File: config.mk
export PLATFORM = sky130hd
export DESIGN_NAME = level_bcd_converter
export DESIGN_NICKNAME = d
export VERILOG_FILES = /design/src/rtl/level_bcd_converter.sv
export SDC_FILE = /design/constraint.sdc
export NUM_CORES = 1
export LEC_CHECK = 0
export BUFFER_PORTS_ARGS = -buffer_cell sky130_fd_sc_hd__buf_4
export CAP_MARGIN = 20
export CORE_ASPECT_RATIO = 1.25
export CORE_MARGIN = 4
export CORE_UTILIZATION = 57
export DETAILED_ROUTE_END_ITERATION = 12
export GPL_TIMING_DRIVEN = 1
export PLACE_DENSITY_LB_ADDON = 0.25
export SKIP_LAST_GASP = 1
export SLEW_MARGIN = 0
export SYNTH_ARGS = -nofsm -noshare
export SYNTH_HDL_FRONTEND = slang
export SYNTH_SLANG_ARGS = --single-unit
File: constraint.sdc
create_clock -name Clk -period 2.3 [get_ports Clk]
set_clock_uncertainty 0.15 [all_clocks]
set_input_delay 0.575 -clock Clk [delete_from_list [all_inputs] [get_ports Clk]]
set_output_delay 0.575 -clock Clk [all_outputs]
set_load 0.1 [all_outputs]
File: src/rtl/level_bcd_converter.sv
// Sequential shift-add-3 binary-to-BCD converter for the game level.
// Outputs change only on the Done cycle; scratch digits stay internal.
module level_bcd_converter #(
  parameter int BIN_W       = 7,
  parameter int MAX_VAL     = 99,
  parameter bit AUTO_UPDATE = 1'b1
) (
  input  logic             Clk,
  input  logic             Reset,
  input  logic [BIN_W-1:0] Bin_in,
  input  logic             Start,
  output logic             Busy,
  output logic             Done,
  output logic [3:0]       Tens,
  output logic [3:0]       Ones,
  output logic             Ovf
);

  localparam int CW = $clog2(BIN_W + 1);
  localparam logic [BIN_W-1:0] MAX_B = BIN_W'(MAX_VAL);
  localparam logic [CW-1:0] LAST_CNT = CW'(BIN_W - 1);

  typedef enum logic {
    IDLE,
    SHIFT
  } state_t;

  state_t state_q;
  state_t state_d;

  logic [CW-1:0]    cnt_q;
  logic [BIN_W-1:0] op_q;
  logic [BIN_W-1:0] last_q;
  logic [3:0]       st_q;
  logic [3:0]       so_q;
  logic             ovf_q;

  logic             launch;
  logic             last_step;
  logic             over;
  logic [3:0]       adj_t;
  logic [3:0]       adj_o;
  logic [3:0]       st_d;
  logic [3:0]       so_d;
  logic [BIN_W-1:0] op_d;

  assign over      = (Bin_in > MAX_B);
  assign launch    = Start | (AUTO_UPDATE && (Bin_in != last_q));
  assign last_step = (cnt_q == LAST_CNT);
  assign Busy      = (state_q == SHIFT);

  // State register
  always_ff @(posedge Clk or negedge Reset) begin
    if (!Reset) state_q <= IDLE;
    else        state_q <= state_d;
  end

  // Next state: launch from IDLE, return after BIN_W shift edges
  always_comb begin
    state_d = state_q;
    unique case (state_q)
      IDLE:  if (launch)    state_d = SHIFT;
      SHIFT: if (last_step) state_d = IDLE;
      default: state_d = IDLE;
    endcase
  end

  // One double-dabble step: add-3 correction, then shift left by one
  always_comb begin
    adj_t = (st_q >= 4'd5) ? st_q + 4'd3 : st_q;
    adj_o = (so_q >= 4'd5) ? so_q + 4'd3 : so_q;
    st_d  = (adj_t << 1) | {3'b000, adj_o[3]};
    so_d  = (adj_o << 1) | {3'b000, op_q[BIN_W-1]};
    op_d  = op_q << 1;
  end

  // Datapath: capture operand at launch, shift, publish on last step
  always_ff @(posedge Clk or negedge Reset) begin
    if (!Reset) begin
      cnt_q  <= '0;
      op_q   <= '0;
      last_q <= '0;
      st_q   <= '0;
      so_q   <= '0;
      ovf_q  <= 1'b0;
      Done   <= 1'b0;
      Tens   <= '0;
      Ones   <= '0;
      Ovf    <= 1'b0;
    end else begin
      Done <= 1'b0;
      unique case (state_q)
        IDLE: begin
          if (launch) begin
            op_q   <= over ? MAX_B : Bin_in;
            ovf_q  <= over;
            last_q <= Bin_in;
            st_q   <= '0;
            so_q   <= '0;
            cnt_q  <= '0;
          end
        end
        SHIFT: begin
          st_q  <= st_d;
          so_q  <= so_d;
          op_q  <= op_d;
          cnt_q <= cnt_q + 1'b1;
          if (last_step) begin
            cnt_q <= '0;
            Tens  <= st_d;
            Ones  <= so_d;
            Ovf   <= ovf_q;
            Done  <= 1'b1;
          end
        end
        default: ;
      endcase
    end
  end

endmodule

==> out/metrics.csv, run 1 <==
stage,metric,value,unit
sta,Tightest Pin Transition,0.487,ns
grt,maximum number of pins on one net before global-route repair,38,
critical_path,WP data arrival,1.27,ns
grt,antenna violations before repair,0,
routing,Pre-antenna DRT Iters,4,
floorplanning,Initial Utilization,60.7,%
routing,vias per cell,6.10,
sta,RSZ-0062 raised after global routing,no,
routing,DRC,0,
outcome,status,completed,
placed_design,pre-CTS setup slack,0.268,ns
hold_path,Hold Crit Class,input pin to asynchronous set/reset pin,
critical_path,critical path class,flop to primary output,
sta,relative max-transition margin,67.3,%
synthesis,Syn Inst Count,175,
synthesis,synthesized area,1820,sq um
routing,routed length per instance,16.1,um
power,LEAKAGE,0.915,nW
clock_network,root buffer cell,clkbuf_4,
floorplanning,die height,71.2,um
clock_network,cts repair resizes,0,
clock_network,clock sink count,37,
critical_path,Worst Path Buf+Inv,1,
critical_path,CP Data Required Time,1.57,ns
sta,"Setup violations, final",0,
floorplanning,row cnt,22,
synthesis,Yosys cell types,37,
layout,final net count,212,
placed_design,PortBufs,20,
synthesis,yosys warns,0,
sta,hold_ws,0.0181,ns
synthesis,"FF+latch count, synth",37,
clock_network,worst-case clock buffer depth,2,
power,Peak VDD IR,1110,uV
floorplanning,Core Footprint,3000,sq um
routing,"antenna viol nets, final",0,
sta,min cycle time layout,2.00,ns
placed_design,HPWL after DPL,2.62,mm
sta,final hold vios,0,
sta,ratio of final minimum period to clock period,86.9,%
routing,DR iter-0 viols,57,
job,maxcap violations,0,
grt,vias in the first global route,1506,
clock_network,"Clk Latency, worst-skew pair",0.35,ns
layout,synthesis-to-finish area growth,12.6,%
sta,Setup WS post-layout,0.301,ns
layout,layout cell share with drive strength beyond 1,20.7,%
grt,GRT Residual Overflow,0,
floorplanning,Die ar.,4170,sq um
critical_path,slowest CP cell,dfrtp_1,
clock_network,Post-CTS Setup Inserts,0,
grt,first-pass GRT wire length,6.58,mm
clock_network,CTS H-Tree Depth,2,
floorplanning,die width,58.5,um
synthesis,Mean Syn Cell Area,10.4,sq um
routing,final wirelength,3.77,mm
sta,Slew Limit Fails,0,
layout,Antenna Cells,0,
layout,post-layout util,68.3,%
grt,gr usage total,21.0,%
critical_path,critical path cell sequence,buf_4,
critical_path,endpoint class of the critical path,primary output,
synthesis,Post-synth top cells,"dfrtp_1, nand2_1, o21ai_0",
clock_network,Worst-path clk slew,0.10,ns
synthesis,share of flip-flops with an asynchronous set or reset,100,%
placed_design,gpl congestion,0.909,
synthesis,post-synth top area share,50.9,%
synthesis,"Seq/Total Area, Yosys",50.9,%
synthesis,most frequent cell after synthesis,dfrtp_1,
clock_network,# hold bufs at CTS,0,
synthesis,"Top FF cell, synth",dfrtp_1,
critical_path,max incr delay on CP,0.56,ns
clock_network,CTS tree,done,
power,Power Density,1550,nW/um^2
critical_path,"CP delay by family, top",flip-flops,
critical_path,Crit Path Max Fanout,11,
synthesis,Post-Syn Nets,189,
floorplanning,Ports,21,
synthesis,cell taking the most area after synthesis,dfrtp_1,
synthesis,synth top area cells,"dfrtp_1, o21ai_0, xnor2_1",
routing,Via Count,1427,
sta,Fmax,0.500,GHz
synthesis,number of synthesized flops with an enable pin,0,
critical_path,startpoint types,flop,
sta,Setup TNS,0,ns
clock_network,Num CTS Buffers,5,
## layer usage
layer / vias to the layer above / share of wire (%) / routed length (um) / global-route usage, %
met1: 717 / 38 / 1440 / 23.6
met2: 37 / 55 / 2050 / 35.3
li1: 667 / - / - / -
met4: 0 / 1.5 / 57 / 8.76
met3: 6 / 5.6 / 212 / 7.48
met5: - / 0 / 0 / 0
## metrics by stage
step,area [sq um],power [mW],instances
final,2050,3.17,234
after global routing,2050,3.40,234
after CTS,2050,3.19,234
after detailed placement,2000,2.83,227
after global placement,2000,2.74,227
after floorplan,1820,2.46,175
## logic make-up (layout without fill, tap and decap cells)
kind of cell / Yosys count / in the layout / share of synthesized area [%]
buffers and inverters: 21 / 44 / 5.22
XOR/XNOR: 9 / 9 / 4.33
flip-flops: 37 / 37 / 50.9
AO/OA/AOI/OAI: 43 / 43 / 15.6
multiplexers: 9 / 9 / 5.57
adder cells (fa/ha/maj): 4 / 4 / 2.75
AND/OR/NAND/NOR: 52 / 52 / 15.7
## report_power, final
group	internal, mW	switching (mW)	leakage [nW]
sequential	0.939	0.217	0.464
combinational	0.517	1.15	0.419
clock	0.144	0.208	0.0314
## registers in the layout (all words and copies together), names as in the netlist
| signal | flops |
|---|---|
| ovf_q | 1 |
| last_q | 7 |
| op_q | 7 |
| Tens | 4 |
| Done | 1 |
| st_q | 4 |
| so_q | 4 |
| Busy | 1 |
| cnt_q | 3 |
| Ones | 4 |
| Ovf | 1 |
## final cells by class
cell class	instances	area (sq um)
inverters	14	52.6
fillers	247	950
repair buffers	23	173
clock buffers	7	55.1
flip-flops and latches	37	926
multi-input cells	117	800
well taps	36	45.0
## final timing paths
check                       endpoint       from  slack (ns)  depth (start not counted)
max                             Busy       Busy        0.30                          1
min                          Tens[0]      Reset        0.02                          1
max reg2reg                  Ones[2]    so_q[0]        0.46                          6
min reg2reg                  Ones[3]    Ones[3]        0.34                          2
max in group asynchronous    so_q[3]      Reset        1.65                          1
min in group Clk           last_q[1]  Bin_in[1]        0.34                          2
## cell usage in the layout, fill, tap and decap left out, types with 5 or more instances in the layout
master and n:
dfrtp_1 37, buf_4 23, nand2_1 20, o21ai_0 18, inv_1 13, xnor2_1 9
nand4_1 9, a21oi_1 8, nand3_1 6, o211ai_1 5, mux2_2 5, clkbuf_4 5
Power figures use the tool's default switching activity.
==> inputs of run 2 (changes only) <==
--- a/config.mk
+++ b/config.mk
@@ -12,8 +12,8 @@
 export CORE_UTILIZATION = 57
 export DETAILED_ROUTE_END_ITERATION = 12
 export GPL_TIMING_DRIVEN = 1
+export MAX_ROUTING_LAYER = met4
 export PLACE_DENSITY_LB_ADDON = 0.25
-export SKIP_LAST_GASP = 1
 export SLEW_MARGIN = 0
 export SYNTH_ARGS = -nofsm -noshare
 export SYNTH_HDL_FRONTEND = slang
==> out/metrics.csv, run 2 (synthesis results as in run 1) <==
stage,metric,value,unit,change
clock_network,clock sink count,37,,unchanged
grt,gr usage total,20.8,%,-0.14 points
placed_design,DP Cell Count,227,,unchanged
hold_path,Hold Crit Class,input pin to asynchronous set/reset pin,,
sta,Slew Limit Fails,0,,unchanged
job,maxcap violations,0,,unchanged
grt,antenna violations before repair,0,,unchanged
clock_network,# hold bufs at CTS,0,,unchanged
layout,Antenna Cells,0,,unchanged
clock_network,CTS H-Tree Depth,2,,unchanged
floorplanning,Ports,21,,unchanged
routing,DR iter-0 viols,69,,+21%
sta,RSZ-0062 raised after global routing,no,,
grt,GRT Residual Overflow,0,,unchanged
sta,Setup TNS,0,ns,unchanged
clock_network,Num CTS Buffers,5,,unchanged
sta,ratio of final minimum period to clock period,87.0,%,about the same
clock_network,Post-CTS Setup Inserts,0,,unchanged
power,Peak VDD IR,987,uV,-11%
placed_design,gpl congestion,0.895,,-1.5%
grt,maximum number of pins on one net before global-route repair,38,,unchanged
critical_path,r2r setup slk,0.52,ns,+0.06 ns
power,Power Density,1540,nW/um^2,-0.49%
clock_network,worst-case clock buffer depth,2,,unchanged
floorplanning,die width,58.5,um,unchanged
routing,DRC,0,,unchanged
clock_network,root buffer cell,clkbuf_4,,
critical_path,slowest CP cell,dfrtp_1,,
sta,relative max-transition margin,69.3,%,+1.9 points
grt,vias in the first global route,1402,,-6.9%
floorplanning,row cnt,22,,unchanged
sta,Tightest Pin Transition,0.458,ns,-0.0286 ns
critical_path,CP Data Required Time,1.57,ns,about the same
sta,"Setup violations, final",0,,unchanged
floorplanning,die height,71.2,um,unchanged
power,LEAKAGE,0.916,nW,about the same
critical_path,Crit Path Max Fanout,11,,unchanged
outcome,status,completed,,
routing,Via Count,1406,,-1.5%
sta,final hold vios,0,,unchanged
critical_path,critical path class,flop to primary output,,
critical_path,endpoint class of the critical path,primary output,,
clock_network,Worst-path clk slew,0.11,ns,about the same
critical_path,Worst Path Buf+Inv,1,,unchanged
layout,most frequent cells in the layout,"dfrtp_1, buf_4, nand2_1, o21ai_0, inv_1",,
routing,vias per cell,5.98,,-1.9%
routing,routed length per instance,16.1,um,+0.21%
routing,Pre-antenna DRT Iters,4,,unchanged
layout,Post-Layout Cell Count,235,,+0.43%
critical_path,startpoint types,flop,,
sta,Fmax,0.500,GHz,about the same
critical_path,"CP delay by family, top",flip-flops,,
critical_path,critical path cell sequence,buf_4,,
layout,synthesis-to-finish area growth,12.4,%,
floorplanning,Core Footprint,3000,sq um,unchanged
floorplanning,Die ar.,4170,sq um,unchanged
clock_network,cts repair resizes,0,,unchanged
grt,first-pass GRT wire length,6.38,mm,-3.0%
routing,final wirelength,3.79,mm,+0.64%
layout,"most common cell after layout, fill and taps aside",dfrtp_1,,
layout,final net count,212,,unchanged
critical_path,WP data arrival,1.28,ns,about the same
floorplanning,Initial Utilization,60.7,%,unchanged
placed_design,PortBufs,20,,unchanged
layout,layout cell share with drive strength beyond 1,21.1,%,+0.40 points
critical_path,max incr delay on CP,0.56,ns,about the same
layout,largest registers,"last_q (7), op_q (7)",,
clock_network,"Clk Latency, worst-skew pair",0.35,ns,about the same
placed_design,HPWL after DPL,2.60,mm,-0.89%
clock_network,CTS tree,done,,
sta,min cycle time layout,2.00,ns,+0.00133 ns
routing,"antenna viol nets, final",0,,unchanged
-- run 2: per-stage QoR --
| step | hold slack (ns) | util, % | worst slack (ns) | instance area [sq um] | power (mW) |
|---|---|---|---|---|---|
| after floorplan | 0.129 | - | 0.259 | 1820 | 2.46 |
| after global placement | 0.310 | 66.5 | 0.295 | 2000 | 2.74 |
| after detailed placement | 0.322 | 66.5 | 0.289 | 2000 | 2.82 |
| after CTS | 0.0306 | 68.2 | 0.292 | 2050 | 3.16 |
| after global routing | 0.0342 | 68.2 | 0.219 | 2050 | 3.35 |
| final | 0.0193 | 68.2 | 0.300 | 2050 | 3.15 |
-- run 2: cell type report --
| type | count | area [sq um] |
|---|---|---|
| clock buffers | 6 | 41.3 |
| clock inverters | 2 | 10.0 |
| inverters | 14 | 52.6 |
| multi-input cells | 117 | 800 |
| repair buffers | 23 | 173 |
| flip-flops and latches | 37 | 926 |
| well taps | 36 | 45.0 |
| fillers | 247 | 953 |
-- run 2: path summary, 6_finish.rpt --
check | startpoint | endpoint | depth (start not counted)
setup / recovery | Busy | Busy | 1
hold / removal | Reset | Ones[3] | 1
setup reg to reg | Busy | op_q[6] | 3
hold reg to reg | Ones[1] | Ones[1] | 2
max in group asynchronous | Reset | last_q[2] | 1
min in group Clk | Bin_in[1] | last_q[1] | 2
-- run 2: routing by layer --
layer / up-vias / part of all wire, % / track usage (%) / routed length [um]
met2: 32 / 52 / 33.9 / 1950
met5: - / 0 / - / 0
met1: 696 / 42 / 24.3 / 1600
met3: 7 / 4.4 / 3.28 / 166
met4: 0 / 1.8 / 10.8 / 68
li1: 671 / - / - / -
-- run 2: where the power goes --
group	leakage, nW	internal, mW	switching, mW
clock	0.0320	0.116	0.219
sequential	0.464	0.938	0.216
combinational	0.419	0.515	1.14
==> inputs of run 3 (changes only) <==
--- a/config.mk
+++ b/config.mk
@@ -8,7 +8,7 @@
 export BUFFER_PORTS_ARGS = -buffer_cell sky130_fd_sc_hd__buf_4
 export CAP_MARGIN = 20
 export CORE_ASPECT_RATIO = 1.25
-export CORE_MARGIN = 4
+export CORE_MARGIN = 2
 export CORE_UTILIZATION = 57
 export DETAILED_ROUTE_END_ITERATION = 12
 export GPL_TIMING_DRIVEN = 1
==> constraint.sdc (replaced) <==
create_clock -name Clk -period 1.85 [get_ports Clk]
set_clock_uncertainty 0.15 [all_clocks]
set_input_delay 0.4625 -clock Clk [delete_from_list [all_inputs] [get_ports Clk]]
set_output_delay 0.4625 -clock Clk [all_outputs]
set_load 0.1 [all_outputs]
==> out/metrics.csv, run 3 (synthesis results as in run 1) <==
stage,metric,value,unit,change
critical_path,worst r2r src,so_q[0],,
routing,DR iter-0 viols,48,,-30%
sta,Fmax,0.579,GHz,
floorplanning,row cnt,22,,unchanged
grt,gr usage total,25.6,%,+4.8 points
clock_network,Post-CTS Setup Inserts,0,,unchanged
routing,final wirelength,3.75,mm,-1.0%
routing,routed length per instance,15.3,um,-5.0%
floorplanning,die width,54.5,um,-6.8%
clock_network,clock sink count,37,,unchanged
grt,antenna violations before repair,0,,unchanged
clock_network,Worst-path clk slew,0.10,ns,about the same
power,Power Density,1870,nW/um^2,+22%
outcome,status,completed,,
critical_path,slowest CP cell,dfrtp_2,,
power,sequential share of power,35.9,%,-0.7 points
routing,Via Count,1459,,+3.8%
job,maxcap violations,0,,unchanged
critical_path,Crit Path Max Fanout,9,,-2
power,Design Power,4.02,mW,+28%
clock_network,"Clk Latency, worst-skew pair",0.35,ns,about the same
grt,first-pass GRT wire length,6.45,mm,+1.2%
critical_path,R2R depth,6,,+3
layout,largest registers,"last_q (7), op_q (7)",,
clock_network,Num CTS Buffers,5,,unchanged
sta,hold_ws,0.229,ns,+0.210 ns
floorplanning,die height,67.2,um,-5.6%
layout,layout cell share with drive strength beyond 1,25.8,%,+4.7 points
layout,final net count,223,,+5.2%
critical_path,critical path class,flop to primary output,,
sta,relative max-transition margin,69.0,%,-0.23 points
placed_design,PortBufs,20,,unchanged
critical_path,startpoint types,flop,,
sta,final hold vios,0,,unchanged
sta,Tightest Pin Transition,0.465,ns,+0.00626 ns
power,LEAKAGE,0.968,nW,+5.7%
critical_path,critical path cell sequence,buf_4,,
hold_path,hold depth,2,,
critical_path,Worst Path Buf+Inv,1,,unchanged
sta,Slew Limit Fails,0,,unchanged
critical_path,Levels on crit path,1,,unchanged
clock_network,CTS H-Tree Depth,2,,unchanged
hold_path,hold wc startpoint,Bin_in[1],,
sta,RSZ-0062 raised after global routing,no,,
floorplanning,Core Footprint,3000,sq um,unchanged
floorplanning,Die ar.,3660,sq um,-12%
hold_path,Hold Crit Class,input pin to flop,,
routing,DRC,0,,unchanged
routing,Pre-antenna DRT Iters,5,,+1
placed_design,gpl congestion,0.836,,-6.6%
placed_design,HPWL after DPL,2.76,mm,+6.3%
power,Clk pwr share,10.8,%,about the same
grt,maximum number of pins on one net before global-route repair,38,,unchanged
routing,"antenna viol nets, final",0,,unchanged
routing,vias per cell,5.96,,-0.47%
critical_path,WP data arrival,1.11,ns,-0.17 ns
layout,post-layout util,71.5,%,+3.3 points
critical_path,"CP delay by family, top",flip-flops,,
layout,Antenna Cells,0,,unchanged
clock_network,worst-case clock buffer depth,2,,unchanged
grt,GRT Residual Overflow,0,,unchanged
power,sw frac,49.1,%,-1.1 points
sta,ratio of final minimum period to clock period,93.3,%,
floorplanning,Initial Utilization,60.7,%,unchanged
layout,"most common cell after layout, fill and taps aside",dfrtp_1,,
critical_path,worst setup path startpoint,Busy,,
sta,"Setup violations, final",0,,unchanged
power,Gate power share,53.3,%,+0.6 points
sta,min cycle time layout,1.73,ns,
grt,vias in the first global route,1525,,+8.8%
critical_path,CP Data Required Time,1.24,ns,-0.33 ns
critical_path,max incr delay on CP,0.46,ns,-0.10 ns
critical_path,endpoint class of the critical path,primary output,,
power,Int Pwr,2.05,mW,+30%
clock_network,root buffer cell,clkbuf_4,,
power,Peak VDD IR,1330,uV,+35%
layout,synthesis-to-finish area growth,17.8,%,
floorplanning,Ports,21,,unchanged
layout,most frequent cells in the layout,"dfrtp_1, buf_4, nand2_1, o21ai_0, inv_1",,
power,Psw,1.97,mW,+25%
clock_network,CTS tree,done,,
## run 3: cell type report
class | instances | area [sq um]
Sequential cell | 37 | 927
Fill cell | 227 | 856
Multi-Input combinational cell | 117 | 807
Timing Repair Buffer | 34 | 258
Clock buffer | 7 | 55.1
Inverter | 14 | 52.6
Tap cell | 36 | 45.0
## run 3: metal layers
| layer | GRT usage [%] | part of all wire, % | wire length [um] | vias up |
|---|---|---|---|---|
| met5 | - | 0 | 0 | - |
| met4 | 11.6 | 1.5 | 57 | 0 |
| met3 | 5.31 | 3.5 | 132 | 7 |
| met2 | 44.9 | 54 | 2010 | 44 |
| met1 | 27.0 | 41 | 1550 | 720 |
| li1 | - | - | - | 688 |
## run 3: worst paths after layout
kind	slack [ns]	endpoint
worst min-delay path	0.23	last_q[1]
worst max-delay path	0.12	Busy
min in group asynchronous	0.44	Ones[3]
max in group asynchronous	0.73	Busy
worst min register to register	0.34	so_q[0]
worst max register to register	0.14	Ones[2]
## run 3: metrics by stage
stage | instances | setup WS, ns | setup TNS, ns | cell area (sq um)
6_report | 245 | 0.124 | 0 | 2140
5_1_grt | 245 | 0.0342 | 0 | 2140
4_1_cts | 245 | 0.0798 | 0 | 2140
3_5_place_dp | 237 | -0.0453 | -0.0453 | 2070
3_3_place_gp | 237 | -0.0134 | -0.0134 | 2070
2_1_floorplan | 175 | 0.0831 | 0 | 1820
## run 3: power by group through the flow
stage	logic, mW	clock network, mW	registers (mW)
finish	2.14	0.436	1.44
global route	2.32	0.473	1.49
CTS	2.14	0.442	1.43
detailed placement	2.14	0	1.45
global placement	2.05	0	1.41
floorplan	0.938	0	2.12
## run 3: repair_timing
action,in CTS,in global routing
hold buffers,1,0
gates resized for setup,0,2
setup endpoints to repair,0,3
hold endpoints to repair,37,0
